### config.mk
export PLATFORM = sky130hd
export DESIGN_NAME = ula_acumulador_flat
export DESIGN_NICKNAME = d
export VERILOG_FILES = /design/src/rtl/ula_acumulador_if.sv /design/src/rtl/ula_acumulador.sv /design/src/flat_wrapper.sv
export SDC_FILE = /design/constraint.sdc
export NUM_CORES = 1
export LEC_CHECK = 0
export BUFFER_PORTS_ARGS = -buffer_cell sky130_fd_sc_hd__buf_4
export CAP_MARGIN = 20
export CORE_MARGIN = 3
export CORE_UTILIZATION = 50
export DETAILED_ROUTE_END_ITERATION = 12
export PLACE_DENSITY = 0.71
export SYNTH_ARGS = -nofsm -noshare
export SYNTH_HDL_FRONTEND = slang
export SYNTH_SLANG_ARGS = --single-unit
### constraint.sdc
create_clock -name clk -period 6.16 [get_ports clk]
set_clock_uncertainty 0.05 [all_clocks]
set_input_delay 0.308 -clock clk [delete_from_list [all_inputs] [get_ports clk]]
set_output_delay 0.308 -clock clk [all_outputs]
set_load 0.03 [all_outputs]
### src/rtl/ula_acumulador_if.sv
// ============================================================================
// Module      : ula_acumulador_if
// Description : Operand/op/handshake bundle between the control block and the
//               accumulator ALU.
// Revision    : 1.0 - initial release
// ============================================================================
`default_nettype none

interface ula_acumulador_if #(
    parameter int WIDTH = 16
);
    logic [WIDTH-1:0] operand;
    logic [1:0]       op;
    logic             start;
    logic             busy;
    logic             done;
    logic [WIDTH-1:0] acc;
    logic             carry;
    logic             zero;

    modport master (
        output operand, op, start,
        input  busy, done, acc, carry, zero
    );

    modport slave (
        input  operand, op, start,
        output busy, done, acc, carry, zero
    );
endinterface

`default_nettype wire

### src/rtl/ula_acumulador.sv
// ============================================================================
// Module      : ula_acumulador
// Description : Accumulator ALU with LOAD/ADD/SUB and iterative shift-add MUL,
//               start/busy/done handshake. Optional macro ULA_SATURATE_EN
//               turns overflow/borrow into saturation.
// Revision    : 1.0 - initial release
// ============================================================================
`default_nettype none

module ula_acumulador #(
    parameter int WIDTH = 16
) (
    input  wire logic        clk,
    input  wire logic        rst,
    ula_acumulador_if.slave  ula_io
);

    localparam int CW = (WIDTH > 1) ? $clog2(WIDTH) : 1;
    localparam logic [CW-1:0] LAST_IDX = CW'(WIDTH - 1);

    localparam logic [1:0] OP_LOAD = 2'b00;
    localparam logic [1:0] OP_ADD  = 2'b01;
    localparam logic [1:0] OP_SUB  = 2'b10;
    localparam logic [1:0] OP_MUL  = 2'b11;

    typedef enum logic [1:0] {
        S_IDLE = 2'd0,
        S_EXEC = 2'd1,
        S_MUL  = 2'd2,
        S_DONE = 2'd3
    } state_t;

    state_t               state_q;
    logic [WIDTH-1:0]     opnd_q;
    logic [1:0]           op_q;
    logic [WIDTH-1:0]     mcand_q;
    logic [2*WIDTH-1:0]   prod_q;
    logic [CW-1:0]        cnt_q;
    logic [WIDTH-1:0]     acc_q;
    logic                 carry_q;
    logic                 busy_q;
    logic                 done_q;

    logic [WIDTH:0]       sum_w;
    logic [WIDTH-1:0]     diff_w;
    logic                 borrow_w;
    logic [2*WIDTH-1:0]   addend_w;
    logic [2*WIDTH-1:0]   prod_d;
    logic [WIDTH-1:0]     acc_d;
    logic                 carry_d;

    // Result of the current operation; MUL uses the product including this
    // cycle's partial term so the final iteration can write acc directly.
    always_comb begin
        sum_w    = {1'b0, acc_q} + {1'b0, opnd_q};
        diff_w   = acc_q - opnd_q;
        borrow_w = (opnd_q > acc_q);
        addend_w = opnd_q[cnt_q] ? ({{WIDTH{1'b0}}, mcand_q} << cnt_q) : '0;
        prod_d   = prod_q + addend_w;
        acc_d    = acc_q;
        carry_d  = carry_q;
        case (op_q)
            OP_LOAD: begin
                acc_d   = opnd_q;
                carry_d = 1'b0;
            end
            OP_ADD: begin
                {carry_d, acc_d} = sum_w;
`ifdef ULA_SATURATE_EN
                if (sum_w[WIDTH]) acc_d = '1;
`endif
            end
            OP_SUB: begin
                acc_d   = diff_w;
                carry_d = borrow_w;
`ifdef ULA_SATURATE_EN
                if (borrow_w) acc_d = '0;
`endif
            end
            default: begin
                acc_d   = prod_d[WIDTH-1:0];
                carry_d = |prod_d[2*WIDTH-1:WIDTH];
`ifdef ULA_SATURATE_EN
                if (carry_d) acc_d = '1;
`endif
            end
        endcase
    end

    always_ff @(posedge clk) begin
        if (rst) begin
            state_q <= S_IDLE;
            opnd_q  <= '0;
            op_q    <= OP_LOAD;
            mcand_q <= '0;
            prod_q  <= '0;
            cnt_q   <= '0;
            acc_q   <= '0;
            carry_q <= 1'b0;
            busy_q  <= 1'b0;
            done_q  <= 1'b0;
        end else begin
            done_q <= 1'b0;
            case (state_q)
                S_IDLE: begin
                    if (ula_io.start) begin
                        opnd_q  <= ula_io.operand;
                        op_q    <= ula_io.op;
                        mcand_q <= acc_q;
                        prod_q  <= '0;
                        cnt_q   <= '0;
                        busy_q  <= 1'b1;
                        state_q <= (ula_io.op == OP_MUL) ? S_MUL : S_EXEC;
                    end
                end
                S_EXEC: begin
                    acc_q   <= acc_d;
                    carry_q <= carry_d;
                    busy_q  <= 1'b0;
                    done_q  <= 1'b1;
                    state_q <= S_DONE;
                end
                S_MUL: begin
                    prod_q <= prod_d;
                    if (cnt_q == LAST_IDX) begin
                        acc_q   <= acc_d;
                        carry_q <= carry_d;
                        busy_q  <= 1'b0;
                        done_q  <= 1'b1;
                        state_q <= S_DONE;
                    end else begin
                        cnt_q <= cnt_q + 1'b1;
                    end
                end
                S_DONE: begin
                    state_q <= S_IDLE;
                end
                default: begin
                    state_q <= S_IDLE;
                end
            endcase
        end
    end

    assign ula_io.busy  = busy_q;
    assign ula_io.done  = done_q;
    assign ula_io.acc   = acc_q;
    assign ula_io.carry = carry_q;
    assign ula_io.zero  = (acc_q == '0);

endmodule

`default_nettype wire

### src/flat_wrapper.sv
// flat-port wrapper written by rule: the top's interface ports become plain ports
module ula_acumulador_flat 
#(
    parameter int WIDTH = 16
)
  (clk, rst, ula_io_operand, ula_io_op, ula_io_start, ula_io_busy, ula_io_done, ula_io_acc, ula_io_carry, ula_io_zero);
  ula_acumulador_if #(.WIDTH(WIDTH)) ula_io_i ();
  input  wire logic clk;
  input  wire logic rst;
  input wire logic [$bits(ula_io_i.operand)-1:0] ula_io_operand;
  input wire logic [$bits(ula_io_i.op)-1:0] ula_io_op;
  input wire logic [$bits(ula_io_i.start)-1:0] ula_io_start;
  output wire logic [$bits(ula_io_i.busy)-1:0] ula_io_busy;
  output wire logic [$bits(ula_io_i.done)-1:0] ula_io_done;
  output wire logic [$bits(ula_io_i.acc)-1:0] ula_io_acc;
  output wire logic [$bits(ula_io_i.carry)-1:0] ula_io_carry;
  output wire logic [$bits(ula_io_i.zero)-1:0] ula_io_zero;
  assign ula_io_i.operand = ula_io_operand;
  assign ula_io_i.op = ula_io_op;
  assign ula_io_i.start = ula_io_start;
  assign ula_io_busy = ula_io_i.busy;
  assign ula_io_done = ula_io_i.done;
  assign ula_io_acc = ula_io_i.acc;
  assign ula_io_carry = ula_io_i.carry;
  assign ula_io_zero = ula_io_i.zero;
  ula_acumulador #(.WIDTH(WIDTH)) u_core (.clk(clk), .rst(rst), .ula_io(ula_io_i));
endmodule
# ---- Yosys cells after proc, flatten, opt, wreduce, memory -nomap -nowiden
# Cells that the tools add are included.
dict set report word_totals {
  mem_bits_ro 0
  output_inout_bits 20
  latchBits 0
  register_bits 91
  word_cells 63
  input_bits 21
  ram_bits 0
  mem_count 0
}
dict set report classes {
  reduce_logical 13
  add_sub_neg 4
  bitwise 0
  eq_ne 10
  magnitude_cmp 2
  div_mod_pow 0
  n_shift 1
  mux 23
  multipliers 0
}
# cell n
set op_table {}
lappend op_table {{$mux W32} 2}
lappend op_table {{$pmux W32 S2} 1}
lappend op_table {{$pmux W16 S3} 1}
lappend op_table {{$add A32 B32 Y32} 1}
lappend op_table {{$pmux W16 S2} 1}
lappend op_table {{$shl A16 B4 Y32} 1}
lappend op_table {{$add A16 B16 Y17} 1}
lappend op_table {{$gt A16 B16 Y1} 1}
lappend op_table {{$logic_not A16 Y1} 1}
lappend op_table {{$mux W16} 1}
lappend op_table {{$reduce_or A16 Y1} 1}
lappend op_table {{$sub A16 B16 Y16} 1}
lappend op_table {{$eq A2 B2 Y1 const B} 4}
lappend op_table {{$mux W4} 2}
lappend op_table {{$pmux W2 S4} 1}
lappend op_table {{$pmux W4 S2} 1}
lappend op_table {{$reduce_and A2 Y1} 4}
lappend op_table {{$mux W2} 3}
lappend op_table {{$pmux W1 S3} 2}
lappend op_table {{$reduce_and A3 Y1} 2}
lappend op_table {{$lt A4 B5 Y1 const B} 1}
lappend op_table {{$mux W1} 5}
lappend op_table {{$add A4 B1 Y4 const B} 1}
lappend op_table {{$bmux W1 S4} 1}
lappend op_table {{8 further kinds} 13}

# ---- Depth between registers and ports, before layout
# Gate-level depths: netlist of the first run.
dict set report logic_depth {
  ltp_word 8
  depth_mapped 21
  depth_no_buf 19
}

# ---- Worst setup path before layout of the first run
# No wires, ideal clock.
dict set report synth_timing {
  path_kind {register to register}
  startpoint {reg u_core.cnt_q[0]}
  endpoint {reg u_core.carry_q, in the netlist u_core.ula_io.carry}
  setup_time_ps 120
  path_buffers 4
  synth_period_minus_slack_ps 4872
  t_arrival_ps 4702
  t_required_ps 5990
  stages_incl_launch_ff 21
  path_slack_ps 1288
  cell_sequence {dfxtp_1 > buf_2 > mux4_2 > o21ai_0 > a21o_1 > and2_1 > clkbuf_1 > clkbuf_1 > a211oi_1 > ha_1 > buf_2 > a21oi_2 > o21ai_1 > a221o_1 > a211oi_2 > o221ai_1 > xor2_1 > or4_4 > nor4_2 > nand3b_1 > o31a_1}
}
dict set report synth_between {
  elab_chain_len 8
  elab_cells_between_ends 12
  classes_between {add/sub: 1; eq/ne: 2; shift: 1; mux: 6; reduce/logical: 2}
}
# element line
set synth_lines {}
lappend synth_lines {{start, declared} ula_acumulador.sv:38} ;# logic [CW-1:0] cnt_q;
lappend synth_lines {{start signal, assigned} ula_acumulador.sv:132} ;# cnt_q <= cnt_q + 1'b1;
lappend synth_lines {{$bmux W1 S4} ula_acumulador.sv:58} ;# addend_w = opnd_q[cnt_q] ? ({{WIDTH{1'b0}}, mcand_q} << cnt_q) : '0;
lappend synth_lines {{$mux W1 (not written as such)} ula_acumulador.sv:58}
lappend synth_lines {{$mux W32} ula_acumulador.sv:58}
lappend synth_lines {{$add A32 B32 Y32} ula_acumulador.sv:59} ;# prod_d = prod_q + addend_w;
lappend synth_lines {{$reduce_or A16 Y1} ula_acumulador.sv:82} ;# carry_d = |prod_d[2*WIDTH-1:WIDTH];
lappend synth_lines {{$pmux W1 S3} ula_acumulador.sv:62} ;# case (op_q)
lappend synth_lines {{$mux W1} ula_acumulador.sv:125} ;# if (cnt_q == LAST_IDX) begin
lappend synth_lines {{$pmux W1 S2} ula_acumulador.sv:104} ;# case (state_q)
lappend synth_lines {{end signal, assigned} ula_acumulador.sv:118} ;# carry_q <= carry_d;
lappend synth_lines {{end signal, assigned} ula_acumulador.sv:127} ;# carry_q <= carry_d;
lappend synth_lines {{end, declared} ula_acumulador.sv:40} ;# logic carry_q;
# Parallel ways exist; a longest one is shown, timed or not. The select of a mux whose other input is x is not followed.
# A chain may end at the register's enable or synchronous reset.

# ---- Worst setup path in the final report of the first run
# Ends and elaborated chain as after synthesis.

==> results of run 1 <==
layer usage:
layer	track usage	part of all wire
met1	0.383	0.46
met2	0.439	0.46
met3	0.0477	0.069
met4	0.0513	0.015
met5	0	0.00046
worst min-delay path by stage:
stage | depth (start not counted) | start | endpoint
floorplan | 2 | u_core.prod_q[29] | u_core.prod_q[29]
global placement | 2 | u_core.prod_q[29] | u_core.prod_q[29]
detailed placement | 2 | u_core.prod_q[29] | u_core.prod_q[29]
CTS | 3 | ula_io_operand[8] | u_core.opnd_q[8]
global route | 3 | ula_io_operand[7] | u_core.opnd_q[7]
finish | 3 | ula_io_operand[8] | u_core.opnd_q[8]
logic make-up after synthesis:
group,synth area share
flip-flops,0.230
AO/OA/AOI/OAI,0.244
XOR/XNOR,0.0574
AND/OR/NAND/NOR,0.224
adder cells (fa/ha/maj),0.113
buffers and inverters,0.0576
multiplexers,0.0746
stage by stage:
stage / cell area, um2 / total power (uW) / instances / hold slack [ns] / setup slack, ns
floorplan: 7930 / 1920 / 1062 / 0.391 / 1.29
global placement: 8310 / 2330 / 1255 / 0.400 / 1.18
detailed placement: 8310 / 2340 / 1255 / 0.404 / 1.01
CTS: 8650 / 3010 / 1271 / 0.132 / 1.00
global route: 8650 / 3220 / 1271 / 0.144 / 0.589
finish: 8650 / 3020 / 1271 / 0.139 / 0.957
worst max-delay path: stages (launching register included):
cell and delay, ns:
dfxtp_1 0.35, buf_4 0.34, mux4_2 0.58, nand2_1 0.08, o21ai_0 0.08, nand2_1 0.17, and2_1 0.52, a211oi_1 0.12
ha_1 0.39, a21oi_1 0.34, o221ai_1 0.23, a21oi_1 0.30, o21bai_1 0.13, xor2_1 0.19, a2111o_1 0.30, or4_4 0.42
nor4_2 0.14, nand3b_1 0.11, o31a_1 0.23
sequential cells by signal (all words and copies together) (netlist names):
| name | cells |
|---|---|
| u_core.ula_io.carry | 1 |
| u_core.prod_q | 32 |
| u_core.ula_io.done | 1 |
| u_core.cnt_q | 4 |
| u_core.ula_io.acc | 16 |
| u_core.op_q | 2 |
| u_core.opnd_q | 16 |
| u_core.ula_io.busy | 1 |
| u_core.state_q | 2 |
| u_core.mcand_q | 16 |
cells in the mapped netlist (10+ instances only):
| master | n | area, um2 |
|---|---|---|
| xor2_1 | 15 | 131 |
| mux4_2 | 18 | 405 |
| nor3_1 | 27 | 135 |
| dfxtp_1 | 91 | 1820 |
| clkbuf_1 | 59 | 221 |
| a22oi_1 | 30 | 225 |
| o21ai_0 | 31 | 155 |
| xnor2_1 | 37 | 324 |
| mux2i_1 | 13 | 130 |
| a211oi_1 | 19 | 143 |
| nor2b_1 | 14 | 87.6 |
| and2_1 | 10 | 62.6 |
| inv_1 | 46 | 173 |
| nor2_1 | 139 | 522 |
| a21oi_1 | 120 | 601 |
| a21o_1 | 14 | 105 |
| nand2b_1 | 15 | 93.8 |
| ha_1 | 67 | 838 |
| nand3_1 | 13 | 65.1 |
| nand2_1 | 139 | 522 |
report_power, final:
group,leakage [uW],switching (uW),internal [uW]
Clock,0.000170,259,400
Combinational,0.00258,970,615
Sequential,0.000739,112,665
layout make-up:
| cell class | count | area share |
|---|---|---|
| Multi-Input combinational cell | 854 | 0.653 |
| Clock buffer | 9 | 0.0260 |
| Timing Repair Buffer | 52 | 0.0451 |
| Tap cell | 211 | 0.0305 |
| Sequential cell | 91 | 0.211 |
| Inverter | 47 | 0.0204 |
| Clock inverter | 7 | 0.0140 |
==> metrics, run 1 <==
outcome finished clean; Max-cap violations 0; Reg2Reg Depth 18; CP startpoint u_core.cnt_q[0]; antenna violations before repair 1; Initial DRT Pass Iterations 4; Initial Util 0.516; global route overflow 0; Worst-Margin Slew 1.03 ns; Slew headroom 0.316; fill cell count 1468; hold crit path type in2reg; nets@finish about 1100; share of layout cells above drive strength 1 0.102; register area 0.00182 mm2; TritonCTS Buffers 9; CTS sink count 91; CP Capture Point u_core.ula_io.carry; setup tns final 0 ns; Req. time, crit path 6.35 ns; syn nets 1153; r2r endpoint u_core.ula_io.carry; CORE AREA 0.0154 mm2; r2r startpoint u_core.cnt_q[0]; Slew Viols, Final 0; first-pass GRT wire length 38.4 mm; Clock transition at path regs about 0.070 ns; post-route core utilization 0.563; leading cell types in the layout, fill and taps excluded nor2_1 (139), nand2_1 (139), a21oi_1 (119); post-synthesis sequential area ratio 0.230; Synth Flop Type dfxtp_1; gpl congestion 0.971; Clock Latency Late Sink 0.36 ns; Die Area 0.0174 mm2; Via density just over 6; multi-input logic area 0.00565 mm2; Leak 0.00348 uW; vias in the first global route 6987; ant diodes 0; CP startpoint kind flip-flop; Synth Instances 1062; Hold Vio Cnt, Final 0; Critical Setup Path Class reg2reg; TritonCTS clock tree yes; Post-CTS Hold Fix Bufs 0; Seq cells post-synth 91; fmax 192 MHz; RSZ-0062 raised after global routing no; GRT Total Usage 0.271; vias between 7000 and 8000; largest net degree at the start of global routing 92; # setup viols final 0; ANT nets after route 0; CTS HTree Levels 3; post-CTS setup repair buffer count 0; final WL approximately 24 mm; worst path arrival time ~5.4 ns; Resized Gates After CTS 0; # IOs 41; VDD IR-drop max between 200 and 250 uV; clock root buffer clkbuf_16; Distinct cells, synth 71; placed wire-length estimate around 18 mm; DRC Markers 0; num rows 45; FFs w/ async S/R, synth 0; Tcrit/Tclk final 0.845; DR WL/cell 18.8 um; Clock Tree Buf Depth 2; Warnings, synthesis 0; Crit Path Max Fanout 27; EDFF count, synth 0; Area Growth Syn to Fin 9.14%; synthesized area just under 0.008 mm2; Avg Cell Area, Syn 7.47 um2; port bufs 40; Die H 132 um; DIE WIDTH between 100 and 150 um; Crit. End Element flip-flop; fin crit period around 5.2 ns; Worst R2R Setup Slack between 0.9 and 1 ns; pwr/cell area approximately 350 mW/mm2; 1st-iter DRT viols between 600 and 700
Note: power is estimated with default switching activity, not from simulation.
==> run 2: changes to the inputs <==
Settings changed: PLACE_DENSITY 0.71 to 0.74.
Clock period 6.16 ns to 4.2 ns, I/O delays scaled along.
==> run 2 against run 1 <==
Net effect: the flow now finishes with violations (negative setup slack); clock-buffer cell count up 2; combinational power is 61% higher; worst hold slack worse by 0.096 ns; wire length increased by 7.8%; power increased by 52%; sequential share of layout area down 2.9 points; fmax grew 18%; clock power grew 36%; register-to-register slack worse by 1.2 ns.
==> metrics, run 2 (synthesized netlist as in run 1, its figures left out) <==
Max-cap violations 0 (unchanged); Clock Power Share 0.196 (was 0.218); # setup viols final 1 (was 0); TritonCTS clock tree yes (unchanged); Worst path max stage delay 0.54 ns (was 0.58 ns); pwr/cell area 455 mW/mm2 (was 349 mW/mm2); Worst-Margin Slew 1.06 ns (was 1.03 ns); DRC Markers 0 (unchanged); Setup WS post-layout -0.222 ns (was 0.957 ns); antenna violations before repair 0 (was 1); Hold Startpoint ula_io_operand[10] (was ula_io_operand[8]); Net Sw Frac 0.443 (was 0.444); Hold Vio Cnt, Final 0 (unchanged); worst hold path depth 3 (unchanged); share of layout cells above drive strength 1 0.250 (was 0.102); DR WL/cell 18.1 um (was 18.8 um); CORE AREA 0.0154 mm2 (unchanged); most common cell after layout, fill and taps aside buf_4; r2r startpoint u_core.cnt_q[0] (unchanged); DIE WIDTH 132 um (unchanged); num rows 45 (unchanged); final WL 25.8 mm (was 23.9 mm); WHS 0.0423 ns (was 0.139 ns); Hold Path End u_core.opnd_q[10] (was u_core.opnd_q[8]); fin crit period 4.42 ns (was 5.20 ns); placed wire-length estimate 19.2 mm (was 17.6 mm); vias in the first global route 7792 (was 6987); Die H 132 um (unchanged); VDD IR-drop max 362 uV (was 230 uV); Comb power frac 0.558 (was 0.525); P_int 2550 uW (was 1680 uW); Slew Viols, Final 0 (unchanged); Clock Tree Buf Depth 2 (unchanged); gpl congestion 0.973 (was 0.971); cells along the critical path buf_4 > buf_12 > mux4_2 > a32oi_2 > nor2_1 > ha_1 > buf_4 > o211ai_1 > o211ai_1 > buf_4 > buf_4 > a311oi_2 > a21oi_2 > a21oi_1 > or4_1 > nor4_2 > nand3b_1 > o31a_1 (was buf_4 > mux4_2 > nand2_1 > o21ai_0 > nand2_1 > and2_1 > a211oi_1 > ha_1 > a21oi_1 > o221ai_1 > a21oi_1 > o21bai_1 > xor2_1 > a2111o_1 > or4_4 > nor4_2 > nand3b_1 > o31a_1); Reg power frac 0.246 (was 0.257); vias 8351 (was 7675); worst path arrival time 4.62 ns (was 5.39 ns); CTS HTree Levels 3 (unchanged); leading cell types in the layout, fill and taps excluded buf_4 (203), nand2_1 (139), nor2_1 (138) (was nor2_1 (139), nand2_1 (139), a21oi_1 (119)); CP startpoint kind flip-flop (unchanged); ANT nets after route 0 (unchanged); Clock transition at path regs 0.07 ns (about the same); violated checks negative setup slack; # IOs 41 (unchanged); port bufs 40 (unchanged); non-filler cells, final 1425 (was 1271); largest net degree at the start of global routing 68 (was 92); outcome finished with violations (was finished clean); Placed Instances 1402 (was 1255); nets@finish 1301 (was 1146); TritonCTS Buffers 9 (unchanged); post-route core utilization 0.654 (was 0.563); Initial DRT Pass Iterations 5 (was 4); r2r endpoint u_core.ula_io.carry (unchanged); crit-path most repeated cell buf_4; GRT Total Usage 0.291 (was 0.271); CTS sink count 91 (unchanged); clock root buffer clkbuf_16 (unchanged); RSZ-0062 raised after global routing yes (was no); Req. time, crit path 4.40 ns (was 6.35 ns); total power 4580 uW (was 3020 uW); hold crit path type in2reg (unchanged); Biggest register u_core.prod_q (unchanged); Reg2Reg Depth 18 (unchanged); Worst path slowest cell mux4_2 (unchanged); Tcrit/Tclk final 1.05 (was 0.845); 1st-iter DRT viols 658 (was 654); Crit. End Element flip-flop (unchanged); Crit Path Max Fanout 15 (was 27); Die Area 0.0174 mm2 (unchanged); Worst R2R Setup Slack -0.22 ns (was 0.96 ns); first-pass GRT wire length 41.1 mm (was 38.4 mm); fmax 226 MHz (was 192 MHz); Initial Util 0.516 (unchanged); Largest register FFs 32 (unchanged); Via density 5.86 (was 6.04); Clock Latency Late Sink 0.36 ns (about the same); Critical Setup Path Class reg2reg (unchanged); Slew headroom 0.290 (was 0.316); Area Growth Syn to Fin 26.8% (was 9.14%); ant diodes 0 (unchanged); Leak 0.00428 uW (was 0.00348 uW); global route overflow 0 (unchanged); sw power 2030 uW (was 1340 uW)
[run 2: cell count changes in the layout (fill, tap and decap cells not counted), moves of 3 or more]
cell / change
a211oi_1: -4
a211oi_2: +4
a21oi_1: -14
a21oi_2: +14
a311oi_1: -3
buf_12: +4
buf_4: +151
clkinvlp_4: +3
o21ai_0: -6
o21ai_2: +4
[run 2: power groups by stage]
stage               Combinational (uW)  Sequential (uW)  Clock (uW)
CTS                               2500             1120         912
detailed placement                2470             1140           0
floorplan                         1640             1190           0
global placement                  2440             1130           0
finish                            2560             1130         897
global route                      2780             1140         945
[run 2: routing by layer]
metal  up-vias  track usage  share of wire
met1      3931        0.395           0.44
li1       4067            -              -
met4         0       0.0910          0.023
met3        43       0.0595          0.077
met2       310        0.466           0.46
met5         -            0              0
[run 2: worst max-delay path by stage]
stage,start,slack (ns),end
2_1_floorplan,u_core.cnt_q[0],-0.20,u_core.ula_io.carry
3_3_place_gp,u_core.cnt_q[0],-0.17,u_core.ula_io.carry
3_5_place_dp,u_core.cnt_q[0],-0.24,u_core.ula_io.carry
4_1_cts,u_core.cnt_q[0],-0.12,u_core.ula_io.carry
5_1_grt,u_core.cnt_q[0],-0.37,u_core.ula_io.carry
6_report,u_core.cnt_q[0],-0.22,u_core.ula_io.carry
[run 2: final cells by class]
type                       instances  area [um2]
tap                              211         264
inverter                          47         180
fill                            1352        5320
clock buffer                      11         243
sequential                        91        1820
multi-input combinational        854        5860
timing repair buffer             207        1600
clock inverter                     4        75.1
[run 2: repair_timing]
| item | 4_1_cts | 5_1_grt |
|---|---|---|
| hold buffers | 0 | 0 |
| setup endpoints to repair | 2 | 9 |
| gates resized for setup | 14 | 32 |
| buffers inserted | 2 | 6 |
| pin swaps | 6 | 16 |
[run 2: worst max-delay path: cells and delay by family (launching register included)]
kind            cells  cell delay, ns
fa+ha+maj           1            0.32
compound gates      7            1.38
simple gates        4            0.96
buf+inv             5            0.73
mux                 1            0.54
flops               1            0.33
[run 2: through the flow]
| stage | instance area, um2 | setup slack, ns | TNS [ns] |
|---|---|---|---|
| floorplan | 7960 | -0.203 | -0.203 |
| global placement | 9470 | -0.172 | -0.172 |
| detailed placement | 9470 | -0.243 | -0.243 |
| CTS | 9860 | -0.116 | -0.116 |
| global route | 10100 | -0.373 | -0.564 |
| finish | 10100 | -0.222 | -0.222 |
